[src/rtl/uart.sv]
// UART loopback: a transmitter serializes 7 data bits plus even parity onto an
// internal serial line, and a receiver on that line rebuilds {parity, data}.
//
// TX state | meaning
// ---------+-------------------------------------------------------
// TX_IDLE  | line held at 1, waiting for in_ready
// TX_START | driving the start bit (0)
// TX_DATA  | driving d0..d6, LSB first
// TX_PARITY| driving the even-parity bit
// TX_STOP  | driving the stop bit (1)
//
// RX state | meaning
// ---------+-------------------------------------------------------
// RX_IDLE  | waiting for the line to fall
// RX_START | waiting for the middle of the start bit to confirm it
// RX_DATA  | sampling d0..d6 at each bit centre
// RX_PARITY| sampling the parity bit
// RX_STOP  | sampling the stop bit; a good stop publishes the frame
module uart #(
    parameter int CLKS_PER_BIT = 2
) (
    input  logic       clk,
    input  logic       rst,
    input  logic [6:0] data_in,
    input  logic       in_ready,
    output logic [7:0] data_out,
    output logic       out_valid
);

    localparam int CNT_W = $clog2(CLKS_PER_BIT);
    localparam logic [CNT_W-1:0] BIT_LAST  = CNT_W'(CLKS_PER_BIT - 1);
    localparam logic [CNT_W-1:0] HALF_LAST = CNT_W'(CLKS_PER_BIT / 2 - 1);
    localparam logic [CNT_W-1:0] CNT_ONE   = CNT_W'(1);
    localparam logic [2:0]       LAST_IDX  = 3'd6;

    typedef enum logic [2:0] {
        TX_IDLE, TX_START, TX_DATA, TX_PARITY, TX_STOP
    } tx_state_t;

    typedef enum logic [2:0] {
        RX_IDLE, RX_START, RX_DATA, RX_PARITY, RX_STOP
    } rx_state_t;

    // Serial line between TX and RX; idles high.
    logic             line, line_n;

    tx_state_t        tx_state, tx_state_n;
    logic [CNT_W-1:0] tx_cnt, tx_cnt_n;
    logic [2:0]       tx_idx, tx_idx_n;
    logic [6:0]       tx_data, tx_data_n;
    logic             tx_par, tx_par_n;

    rx_state_t        rx_state, rx_state_n;
    logic [CNT_W-1:0] rx_cnt, rx_cnt_n;
    logic [2:0]       rx_idx, rx_idx_n;
    logic [6:0]       rx_data, rx_data_n;
    logic             rx_par, rx_par_n;
    logic [7:0]       data_out_n;
    logic             out_valid_n;

    // TX and RX state registers with synchronous reset.
    always_ff @(posedge clk) begin
        if (rst) begin
            line      <= 1'b1;
            tx_state  <= TX_IDLE;
            tx_cnt    <= '0;
            tx_idx    <= '0;
            tx_data   <= '0;
            tx_par    <= 1'b0;
            rx_state  <= RX_IDLE;
            rx_cnt    <= '0;
            rx_idx    <= '0;
            rx_data   <= '0;
            rx_par    <= 1'b0;
            data_out  <= 8'h00;
            out_valid <= 1'b0;
        end else begin
            line      <= line_n;
            tx_state  <= tx_state_n;
            tx_cnt    <= tx_cnt_n;
            tx_idx    <= tx_idx_n;
            tx_data   <= tx_data_n;
            tx_par    <= tx_par_n;
            rx_state  <= rx_state_n;
            rx_cnt    <= rx_cnt_n;
            rx_idx    <= rx_idx_n;
            rx_data   <= rx_data_n;
            rx_par    <= rx_par_n;
            data_out  <= data_out_n;
            out_valid <= out_valid_n;
        end
    end

    // TX next state: each bit lasts until the down-counter reaches zero; a
    // request seen at the end of the stop bit chains straight into a new frame.
    always_comb begin
        tx_state_n = tx_state;
        tx_cnt_n   = tx_cnt;
        tx_idx_n   = tx_idx;
        tx_data_n  = tx_data;
        tx_par_n   = tx_par;
        line_n     = line;
        unique case (tx_state)
            TX_IDLE: begin
                line_n = 1'b1;
                if (in_ready) begin
                    tx_state_n = TX_START;
                    tx_cnt_n   = BIT_LAST;
                    tx_data_n  = data_in;
                    tx_par_n   = ^data_in;
                    line_n     = 1'b0;
                end
            end
            TX_START: begin
                if (tx_cnt == '0) begin
                    tx_state_n = TX_DATA;
                    tx_cnt_n   = BIT_LAST;
                    tx_idx_n   = 3'd0;
                    line_n     = tx_data[0];
                    tx_data_n  = {1'b0, tx_data[6:1]};
                end else begin
                    tx_cnt_n = tx_cnt - CNT_ONE;
                end
            end
            TX_DATA: begin
                if (tx_cnt == '0) begin
                    tx_cnt_n = BIT_LAST;
                    if (tx_idx == LAST_IDX) begin
                        tx_state_n = TX_PARITY;
                        line_n     = tx_par;
                    end else begin
                        tx_idx_n  = tx_idx + 3'd1;
                        line_n    = tx_data[0];
                        tx_data_n = {1'b0, tx_data[6:1]};
                    end
                end else begin
                    tx_cnt_n = tx_cnt - CNT_ONE;
                end
            end
            TX_PARITY: begin
                if (tx_cnt == '0) begin
                    tx_state_n = TX_STOP;
                    tx_cnt_n   = BIT_LAST;
                    line_n     = 1'b1;
                end else begin
                    tx_cnt_n = tx_cnt - CNT_ONE;
                end
            end
            TX_STOP: begin
                if (tx_cnt == '0) begin
                    if (in_ready) begin
                        tx_state_n = TX_START;
                        tx_cnt_n   = BIT_LAST;
                        tx_data_n  = data_in;
                        tx_par_n   = ^data_in;
                        line_n     = 1'b0;
                    end else begin
                        tx_state_n = TX_IDLE;
                        line_n     = 1'b1;
                    end
                end else begin
                    tx_cnt_n = tx_cnt - CNT_ONE;
                end
            end
            default: begin
                tx_state_n = TX_IDLE;
                tx_cnt_n   = '0;
                line_n     = 1'b1;
            end
        endcase
    end

    // RX next state: the first wait is half a bit so every later sample lands
    // mid-bit; a low stop bit drops the frame without touching data_out.
    always_comb begin
        rx_state_n  = rx_state;
        rx_cnt_n    = rx_cnt;
        rx_idx_n    = rx_idx;
        rx_data_n   = rx_data;
        rx_par_n    = rx_par;
        data_out_n  = data_out;
        out_valid_n = 1'b0;
        unique case (rx_state)
            RX_IDLE: begin
                if (!line) begin
                    rx_state_n = RX_START;
                    rx_cnt_n   = HALF_LAST;
                    rx_idx_n   = 3'd0;
                end
            end
            RX_START: begin
                if (rx_cnt == '0) begin
                    if (line) begin
                        rx_state_n = RX_IDLE;
                    end else begin
                        rx_state_n = RX_DATA;
                        rx_cnt_n   = BIT_LAST;
                        rx_idx_n   = 3'd0;
                    end
                end else begin
                    rx_cnt_n = rx_cnt - CNT_ONE;
                end
            end
            RX_DATA: begin
                if (rx_cnt == '0) begin
                    rx_cnt_n  = BIT_LAST;
                    rx_data_n = {line, rx_data[6:1]};
                    if (rx_idx == LAST_IDX) begin
                        rx_state_n = RX_PARITY;
                    end else begin
                        rx_idx_n = rx_idx + 3'd1;
                    end
                end else begin
                    rx_cnt_n = rx_cnt - CNT_ONE;
                end
            end
            RX_PARITY: begin
                if (rx_cnt == '0) begin
                    rx_state_n = RX_STOP;
                    rx_cnt_n   = BIT_LAST;
                    rx_par_n   = line;
                end else begin
                    rx_cnt_n = rx_cnt - CNT_ONE;
                end
            end
            RX_STOP: begin
                if (rx_cnt == '0) begin
                    rx_state_n = RX_IDLE;
                    if (line) begin
                        data_out_n  = {rx_par, rx_data};
                        out_valid_n = 1'b1;
                    end
                end else begin
                    rx_cnt_n = rx_cnt - CNT_ONE;
                end
            end
            default: begin
                rx_state_n = RX_IDLE;
                rx_cnt_n   = '0;
            end
        endcase
    end

endmodule

[config.mk]
export PLATFORM = sky130hd
export DESIGN_NAME = uart
export DESIGN_NICKNAME = d
export VERILOG_FILES = /design/src/rtl/uart.sv
export SDC_FILE = /design/constraint.sdc
export NUM_CORES = 1
export LEC_CHECK = 0
export ABC_AREA = 0
export BUFFER_PORTS_ARGS = -buffer_cell sky130_fd_sc_hd__buf_2
export CORE_MARGIN = 2
export CORE_UTILIZATION = 30
export CTS_CLUSTER_SIZE = 30
export DETAILED_ROUTE_END_ITERATION = 7
export GPL_TIMING_DRIVEN = 0
export HOLD_SLACK_MARGIN = 0.03
export PLACE_DENSITY_LB_ADDON = 0.3
export RECOVER_POWER = 25
export SETUP_SLACK_MARGIN = 0.1
export SYNTH_ARGS = -nofsm -noshare
export SYNTH_HDL_FRONTEND = slang
export SYNTH_SLANG_ARGS = --single-unit
[constraint.sdc]
create_clock -name clk -period 1.75 [get_ports clk]
set_input_delay 0.2625 -clock clk [delete_from_list [all_inputs] [get_ports clk]]
set_output_delay 0.2625 -clock clk [all_outputs]
set_load 0.05 [all_outputs]
==> results of run 1 <==
[cell usage in the layout, fill, tap and decap left out, drive strengths merged, types with 3 or more instances in the layout]
cell,n
dfxtp,40
nor2b,4
ha,4
buf,15
o21ai,3
nor3,7
xnor2,9
nand3,4
nor2,42
a32oi,3
nand2,3
a211oi,7
clkbuf,23
nand2b,5
mux2i,25
inv,6
a21oi,8
[area by class of cell]
| class | count | area [um2] |
|---|---|---|
| fill | 658 | 4000 |
| multi-input combinational | 146 | 1070 |
| sequential | 40 | 811 |
| timing repair buffer | 21 | 133 |
| tap | 77 | 96.3 |
| clock buffer | 5 | 68.8 |
| buffer | 12 | 67.6 |
| inverter | 6 | 22.5 |
| clock inverter | 2 | 12.5 |
[cells by family after synthesis]
group | count (synthesis) | synth area share [%]
compound gates | 32 | 13.7
buf+inv | 18 | 4.29
simple gates | 75 | 20.3
flops | 40 | 41.6
fa+ha+maj | 4 | 2.60
xor+xnor | 10 | 4.55
mux | 25 | 13.0
[worst paths after layout]
| path | from | to | slack [ns] |
|---|---|---|---|
| min reg2reg | tx_idx[1] | tx_idx[1] | 0.49 |
| max | tx_state[1] | tx_data[4] | 0.17 |
| max reg2reg | tx_state[1] | tx_data[4] | 0.17 |
| min | rst | rx_idx[2] | 0.28 |
[metal layers]
layer | up-vias | part of all wire, %
met5 | - | 0
met4 | 0 | 1.6
met3 | 6 | 3.4
met2 | 23 | 45
met1 | 671 | 50
li1 | 763 | -
[cells in the mapped netlist (2+ instances only)]
library cell / instances / area share, %
mux2i_1: 25 / 13
nand3_1: 4 / 1.0
or2_2: 2 / 0.65
ha_1: 4 / 2.6
nand2b_4: 2 / 1.4
o21ai_0: 3 / 0.78
o21a_1: 2 / 0.78
dfxtp_1: 40 / 42
inv_1: 6 / 1.2
a31oi_1: 2 / 0.65
buf_2: 3 / 0.78
a22oi_1: 2 / 0.78
nor3_1: 6 / 1.6
nor2b_1: 3 / 0.98
nand2b_1: 3 / 0.98
xnor2_1: 9 / 4.1
clkbuf_1: 8 / 1.6
nand4_1: 2 / 0.65
nor2_2: 4 / 1.3
a211oi_2: 6 / 3.9
a21oi_1: 6 / 1.6
nand2_1: 3 / 0.59
nor2_1: 38 / 7.4
and2_1: 2 / 0.65
a32oi_1: 3 / 1.4
[through the flow]
stage / instances / power [mW] / utilization (%) / hold WS, ns / setup slack, ns
after floorplan: 204 / 2.35 / - / 0.443 / 0.158
after global placement: 299 / 2.56 / 33.6 / 0.472 / -0.0152
after detailed placement: 299 / 2.56 / 33.6 / 0.475 / -0.0237
after CTS: 306 / 3.20 / 35.1 / 0.276 / 0.108
after global routing: 309 / 3.57 / 36.3 / 0.294 / 0.0569
final: 309 / 3.34 / 36.3 / 0.283 / 0.167
[power breakdown]
group | switching, mW | leakage, nW | internal [mW]
clock | 0.332 | 0.0400 | 0.270
sequential | 0.127 | 0.327 | 1.07
combinational | 0.779 | 0.519 | 0.759
[state kept, by name (all words and copies together) (netlist names)]
| name | count |
|---|---|
| data_out | 8 |
| rx_data | 7 |
| tx_data | 7 |
| rx_idx | 3 |
| rx_state | 3 |
| tx_idx | 3 |
| tx_state | 3 |
| line | 1 |
| out_valid | 1 |
| rx_cnt | 1 |
| rx_par | 1 |
| tx_cnt | 1 |
| tx_par | 1 |
[worst min-delay path, stage by stage]
cell and delay, ns:
buf_2 0.11, nand2b_1 0.09, o21ai_0 0.06
[what timing repair did]
item                                    in CTS  in global routing
buffers inserted                             0                  2
hold endpoints to repair                     0                  0
pin swaps                                    1                  6
resized for setup                            5                 17
hold buffers                                 0                  0
endpoints found under the setup margin       6                 27
gates cloned                                 0                  1
==> run summary, run 1 <==
Grt met1 use = 14.4%
Register bit total from synthesis = 40
Worst endpoint data arrival time = 1.80 ns
Ports = 19
Gr ovfl total = 0
Share of cells above drive strength 1 = 24.1%
Total GRT Usage = 10.7%
Via/cell ratio = 4.73
Routed Antenna Nets = 0
Count of different cell masters after synthesis = 41
Area grow syn2layout = 18.3%
Final setup skew = 0.00439 ns
Hold Path Cell Cnt = 3
Min Tclk post-route = 1.58 ns
Cell depth of the worst setup path = 6
Setup TNS Final = 0 ns
Synth Area per Inst = 9.43 um2
Die X-Extent = 84.1 um
HP Class = in2reg
Crit path cell chain = nand2b_4 -> a211o_1 -> a21oi_4 -> buf_8 -> nor2_2 -> a211oi_2
Clk buf depth = 2
Max-slew violations = 0
Most Crowded Layer GR = met2
Static leakage = 0.886 nW
RSZ-0062 raised after global routing = true
Global placement routability congestion = 0.756
Achievable frequency = 632 MHz
DR pass1 iterations = 4
Total number of vias = 1,463
Final setup vio count = 0
Crit. End Element = register
Core Region = 6280 um2
Primary FF master, synth = dfxtp_1
Wire length per cell = 11.7 um
Die height = 84.1 um
Type of origin of the critical path = register
Synthesized cell area = 1920 um2
Cell count after synthesis = 204
Period Utilization, post-route = 90.5%
Diode count = 0
Rel. slew slack = 54.3%
Critical-path maximum fanout = 8
WP data required = 1.97 ns
Max-cap violations = 0
Reg2reg path depth = 6
Synthesized Nets = 218
Clk slew on worst S/H paths = 0.08 ns
Pin count of the biggest net entering global routing = 13
Final Instance Area = 2280 um2
Detailed placer's ending HPWL = 2.54 mm
Cell Rows = 29
Post-synth EDFFs = 0
PD cells = 1470 nW/um2
Async SR Flop Fraction = 0%
CTS Buf Count = 5
DRC = 0
Die area = 7070 um2
H-tree levels = 2
Yosys synthesis warning count = 0
Worst VDD drop = 0.000971 V
Initial DRC Count = 68
CP max-delay cell = dfxtp_4
Area post-placement = 2110 um2
Slew @ Worst Pin = 0.686 ns
GR Util met2 = 16.2%
PortBufs = 18
First-pass GRT wire length = 6.14 mm
Vias in the first global route = 1,322
GRT met3 Usage = 2.67%
Crit path kind = reg2reg
Seq/Total Area, Yosys = 41.6%
Clock Latency Late Sink = 0.30 ns
Final Hold Fails = 0
Worst path top cell family by delay = compound AO/OA/AOI/OAI gates
Starting Density = 30.7%
Sink Count = 40
Critical path buffer and inverter count = 1
Initial antenna violation count = 0
Routed WL = 3.63 mm
Clk root buf = clkbuf_8
CTS tree = done
Nets = 246
CP peak stage delay = 0.38 ns
Status = finished, final reports clean
(Power assumes the default switching activity.)
==> run 2, diff against run 1 <==
clock period = 1.6 ns   (was 1.75 ns; I/O delays follow)
==> run 2 against run 1 <==
Against the previous run: cell count rose by 1.9%; critical path type unchanged; via count rose by 0.62%; flip-flop and latch count did not move; sequential share of layout area fell by 1.9 points; maximum frequency rose by 1.4%; clock power rose by 41%; highest routed layer unchanged; largest power group unchanged; hold slack got worse by 0.010 ns.
==> run summary, run 2 (synthesis gave the netlist of run 1 again) <==
Status = finished, final reports clean
Core Region = 6280 um2 (unchanged)
DRC = 0 (unchanged)
CP max-delay cell = dfxtp_4
Initial DRC Count = 41 (-40%)
Final setup vio count = 0 (unchanged)
Setup TNS Final = 0 ns (unchanged)
Routed Antenna Nets = 0 (unchanged)
CTS tree = done
Die height = 84.1 um (unchanged)
Detailed placer's ending HPWL = 2.53 mm (-0.50%)
CP peak stage delay = 0.38 ns (about the same)
Final std cells w/o fill = 315 (+1.9%)
Nets = 251 (+2.0%)
PD cells = 1690 nW/um2 (+15%)
Max-cap violations = 0 (unchanged)
Global placement routability congestion = 0.760 (+0.54%)
Most frequent cells in the layout = 35 x dfxtp_1, 34 x nor2_1, 25 x mux2i_1
Vias in the first global route = 1,489 (+13%)
Routed WL = 3.79 mm (+4.4%)
Most common cell after layout, fill and taps aside = dfxtp_1
Crit path cell chain = nand2b_4 -> a211o_1 -> a21oi_4 -> buf_8 -> nor2_4 -> a211oi_2
Worst endpoint data arrival time = 1.77 ns (-0.03 ns)
Largest regs = data_out: 8 flops, rx_data: 7 flops, tx_data: 7 flops
Final Hold Fails = 0 (unchanged)
Final core utilization = 38.4% (+2.1 points)
Pin count of the biggest net entering global routing = 15 (+2)
Rel. slew slack = 56.6% (+2.4 points)
Clk buf depth = 2 (unchanged)
Starting Density = 30.7% (unchanged)
Fill cells = 626 (-4.9%)
Initial antenna violation count = 0 (unchanged)
DR pass1 iterations = 4 (unchanged)
PortBufs = 18 (unchanged)
Wire length per cell = 12.0 um (+2.4%)
Sink Count = 40 (unchanged)
HP Class = in2reg
Clk root buf = clkbuf_8
Die area = 7070 um2 (unchanged)
CTS Buf Count = 5 (unchanged)
Static leakage = 0.949 nW (+7.0%)
Die X-Extent = 84.1 um (unchanged)
Type of origin of the critical path = register
Diode count = 0 (unchanged)
Share of cells above drive strength 1 = 31.1% (+7.0 points)
Gr ovfl total = 0 (unchanged)
Max reg flops = 8 (unchanged)
Final setup skew = 0.00306 ns (-0.00133 ns)
Crit. End Element = register
Critical-path maximum fanout = 7 (-1)
Worst VDD drop = 0.000879 V (-9.5%)
Max-slew violations = 0 (unchanged)
Period Utilization, post-route = 97.6% (+7.1 points)
H-tree levels = 2 (unchanged)
Total GRT Usage = 11.2% (+0.53 points)
Min Tclk post-route = 1.56 ns (-0.0216 ns)
Clk slew on worst S/H paths = 0.08 ns (about the same)
Largest Register = data_out
Via/cell ratio = 4.67 (-1.3%)
Total Power = 4.07 mW (+22%)
Crit path kind = reg2reg
RSZ-0062 raised after global routing = true
Slew @ Worst Pin = 0.650 ns (-0.0357 ns)
First-pass GRT wire length = 6.61 mm (+7.6%)
Achievable frequency = 640 MHz (+1.4%)
Placed cells = 299 (unchanged)
Cell Rows = 29 (unchanged)
WP data required = 1.81 ns (-0.16 ns)
Total number of vias = 1,472 (+0.62%)
Ports = 19 (unchanged)
Area grow syn2layout = 25.3%
Clock Latency Late Sink = 0.29 ns (about the same)
## run 2: worst paths after layout
| path | slack (ns) | to | from | depth (start not counted) |
|---|---|---|---|---|
| worst max-delay path | 0.04 | tx_data[5] | tx_state[1] | 6 |
| worst min-delay path | 0.27 | rx_idx[2] | rst | 3 |
| worst max register to register | 0.04 | tx_data[5] | tx_state[1] | 6 |
| worst min register to register | 0.50 | rx_idx[0] | rx_idx[0] | 2 |
## run 2: where the power goes
| part | total (mW) | switching [mW] | internal (mW) | leakage (nW) |
|---|---|---|---|---|
| clock | 0.846 | 0.376 | 0.470 | 0.0548 |
| combinational | 1.89 | 0.947 | 0.947 | 0.566 |
| sequential | 1.33 | 0.155 | 1.17 | 0.328 |
| total | 4.07 | 1.48 | 2.59 | 0.949 |
## run 2: repair_timing
| action | 4_1_cts | 5_1_grt |
|---|---|---|
| cloned | 1 | 0 |
| hold buffers | 0 | 0 |
| resized for setup | 19 | 14 |
| setup buffers | 4 | 5 |
| setup endpoints to repair | 28 | 25 |
| pin swaps | 7 | 13 |
## run 2: cell type report
class / count / area [um2] / area share [%]
Clock inverter: 3 / 46.3 / 1.92
Tap cell: 77 / 96.3 / 4.00
Clock buffer: 5 / 68.8 / 2.85
Inverter: 6 / 22.5 / 0.934
Buffer: 11 / 65.1 / 2.70
Sequential cell: 40 / 812 / 33.7
Timing Repair Buffer: 27 / 178 / 7.37
Multi-Input combinational cell: 146 / 1120 / 46.5
## run 2: layer usage
| metal | GRT usage [%] | vias to the layer above | wire length (um) |
|---|---|---|---|
| li1 | - | 768 | - |
| met1 | 14.4 | 684 | 1860 |
| met2 | 18.7 | 18 | 1840 |
| met3 | 2.67 | 2 | 69 |
| met4 | 3.08 | 0 | 18 |
| met5 | 0 | - | 0 |
## run 2: worst max-delay path, delay by kind of cell, from the launching register on
family / cells / cell delay (ns)
simple gates: 2 / 0.19
compound gates: 3 / 0.73
buf+inv: 1 / 0.17
flops: 1 / 0.38
## run 2: through the flow
step	setup slack (ns)	hold slack [ns]	area [um2]
4_1_cts	0.0415	0.262	2360
3_3_place_gp	-0.0492	0.470	2110
5_1_grt	-0.0164	0.292	2410
6_report	0.0383	0.273	2410
2_1_floorplan	0.104	0.420	1930
3_5_place_dp	-0.0387	0.476	2110
==> run 3, diff against run 2 <==
PLACE_DENSITY_LB_ADDON = unset   (was 0.3)
==> run 3 against run 2 <==
Against the previous run: die area unchanged; critical path depth unchanged; clock skew about the same; utilization up 0.58 points; register-to-register slack about the same; global-route usage about the same; non-clock buffer count up 3; hold slack worse by 0.00092 ns; maximum frequency down 0.19%; critical endpoint is now tx_data[2]; largest cell class unchanged; highest routed layer unchanged.
==> run summary, run 3 (synthesis gave the netlist of run 1 again) <==
Status = finished, final reports clean
Gr ovfl total = 0 (unchanged)
DRC = 0 (unchanged)
Internal Power = 2.66 mW (+2.9%)
Vias in the first global route = 1,446 (-2.9%)
Die height = 84.1 um (unchanged)
Detailed placer's ending HPWL = 2.49 mm (-1.7%)
CTS Buf Count = 5 (unchanged)
Critical-path maximum fanout = 6 (-1)
Routed WL = 3.86 mm (+1.9%)
Crit path cell chain = or3b_4 -> nor2b_4 -> a21oi_4 -> buf_4 -> buf_12 -> a211oi_2
Flop pwr share = 31.7% (-0.9 points)
Ports = 19 (unchanged)
Initial DRC Count = 62 (+51%)
Core Region = 6280 um2 (unchanged)
Final setup vio count = 0 (unchanged)
Total number of vias = 1,497 (+1.7%)
Final setup skew = 0.00329 ns (+0.000233 ns)
Crit path kind = reg2reg
Clock network fraction of design power = 20.0% (-0.8 points)
Max-cap violations = 0 (unchanged)
Clk slew on worst S/H paths = 0.08 ns (about the same)
DR pass1 iterations = 4 (unchanged)
PortBufs = 18 (unchanged)
Routed Antenna Nets = 0 (unchanged)
H-tree levels = 2 (unchanged)
CP peak stage delay = 0.42 ns (+0.04 ns)
Post-place setup slack = -0.0745 ns (-0.0358 ns)
Fin worst setup slack = 0.0354 ns (-0.00291 ns)
Crit. End Element = register
CP max-delay cell = or3b_4
Cell Rows = 29 (unchanged)
Rel. slew slack = 56.3% (-0.34 points)
CTS tree = done
Placed cells = 299 (unchanged)
Global placement routability congestion = 0.756 (-0.54%)
Clk buf depth = 2 (unchanged)
PD cells = 1690 nW/um2 (+0.32%)
Worst endpoint data arrival time = 1.78 ns (about the same)
WP data required = 1.82 ns (about the same)
Switching part of the total = 35.7% (-0.65 points)
Largest Register = data_out
Pin count of the biggest net entering global routing = 14 (-1)
Worst VDD drop = 0.000784 V (-11%)
Clock Latency Late Sink = 0.29 ns (about the same)
Combinational fraction of design power = 48.3% (+1.7 points)
Largest regs = data_out: 8 flops, rx_data: 7 flops, tx_data: 7 flops
Final Hold Fails = 0 (unchanged)
HP Class = in2reg
Via/cell ratio = 4.71 (+0.74%)
Setup TNS Final = 0 ns (unchanged)
Max-slew violations = 0 (unchanged)
Slew @ Worst Pin = 0.655 ns (+0.00504 ns)
Die X-Extent = 84.1 um (unchanged)
First-pass GRT wire length = 6.58 mm (-0.53%)
Achievable frequency = 639 MHz (-0.19%)
Final std cells w/o fill = 318 (+0.95%)
Most frequent cells in the layout = 36 x dfxtp_1, 34 x nor2_1, 25 x mux2i_1
Total GRT Usage = 11.2% (-0.021 points)
Static leakage = 0.957 nW (+0.86%)
Min Tclk post-route = 1.56 ns (+0.00291 ns)
Net Switching = 1.48 mW (about the same)
Area grow syn2layout = 27.2%
Initial antenna violation count = 0 (unchanged)
Type of origin of the critical path = register
Most common cell after layout, fill and taps aside = dfxtp_1
Starting Density = 30.7% (unchanged)
Die area = 7070 um2 (unchanged)
Period Utilization, post-route = 97.8% (+0.18 points)
Nets = 254 (+1.2%)
Max reg flops = 8 (unchanged)
Sink Count = 40 (unchanged)
Diode count = 0 (unchanged)
Fill cells = 624 (-0.32%)
Clk root buf = clkbuf_8
RSZ-0062 raised after global routing = true
Wire length per cell = 12.1 um (+0.91%)
Share of cells above drive strength 1 = 31.1% (about the same)
## run 3: changes by cell type in the layout (fill, tap and decap cells not counted), sizes merged
cell | previous run | this run
clkbuf | 20 | 22
buf | 23 | 24
clkinv | 0 | 1
inv | 7 | 6
## run 3: metrics by stage
stage | instance area, um2 | power [mW] | util [%] | hold WS (ns)
after floorplan | 1930 | 2.58 | - | 0.420
after global placement | 2110 | 2.80 | 33.7 | 0.467
after detailed placement | 2110 | 2.81 | 33.7 | 0.472
after CTS | 2380 | 4.10 | 38.0 | 0.275
after global routing | 2450 | 4.39 | 39.0 | 0.308
final | 2450 | 4.14 | 39.0 | 0.272
## run 3: path summary, 6_finish.rpt
path	depth (start not counted)	to	slack, ns	from
min	3	rx_idx[2]	0.27	rst
max reg2reg	6	tx_data[2]	0.04	tx_state[1]
max	6	tx_data[2]	0.04	tx_state[1]
min reg2reg	2	data_out[7]	0.50	data_out[7]
## run 3: layer usage
metal	GRT usage (%)	part of all wire, %
met1	14.9	49
met2	17.7	46
met3	2.37	2.9
met4	4.11	1.7
met5	0	0
## run 3: critical path, delay by kind of cell, from the launching register on
kind | cells | cell delay [ns]
buf+inv | 2 | 0.27
compound gates | 2 | 0.23
flops | 1 | 0.40
simple gates | 2 | 0.59
## run 3: cell type report
class | instances | area, um2 | share of cell area (%)
clock inverters | 3 | 42.5 | 1.74
clock buffers | 5 | 68.8 | 2.81
plain buffers | 11 | 65.1 | 2.66
inverters | 6 | 22.5 | 0.920
well taps | 77 | 96.3 | 3.94
multi-input cells | 146 | 1140 | 46.5
flip-flops and latches | 40 | 811 | 33.1
repair buffers | 30 | 203 | 8.28
## run 3: power by group through the flow
stage | Combinational [mW] | Sequential, mW | Clock (mW)
6_report | 2.00 | 1.31 | 0.828
5_1_grt | 2.18 | 1.33 | 0.886
4_1_cts | 1.94 | 1.30 | 0.856
3_5_place_dp | 1.49 | 1.32 | 0
3_3_place_gp | 1.48 | 1.32 | 0
2_1_floorplan | 1.29 | 1.29 | 0
## run 3: timing repair
action	CTS	global route
pin swaps	12	11
setup buffers	7	5
cloned	1	0
resized for setup	20	15
endpoints found under the setup margin	28	25
hold buffers	0	0
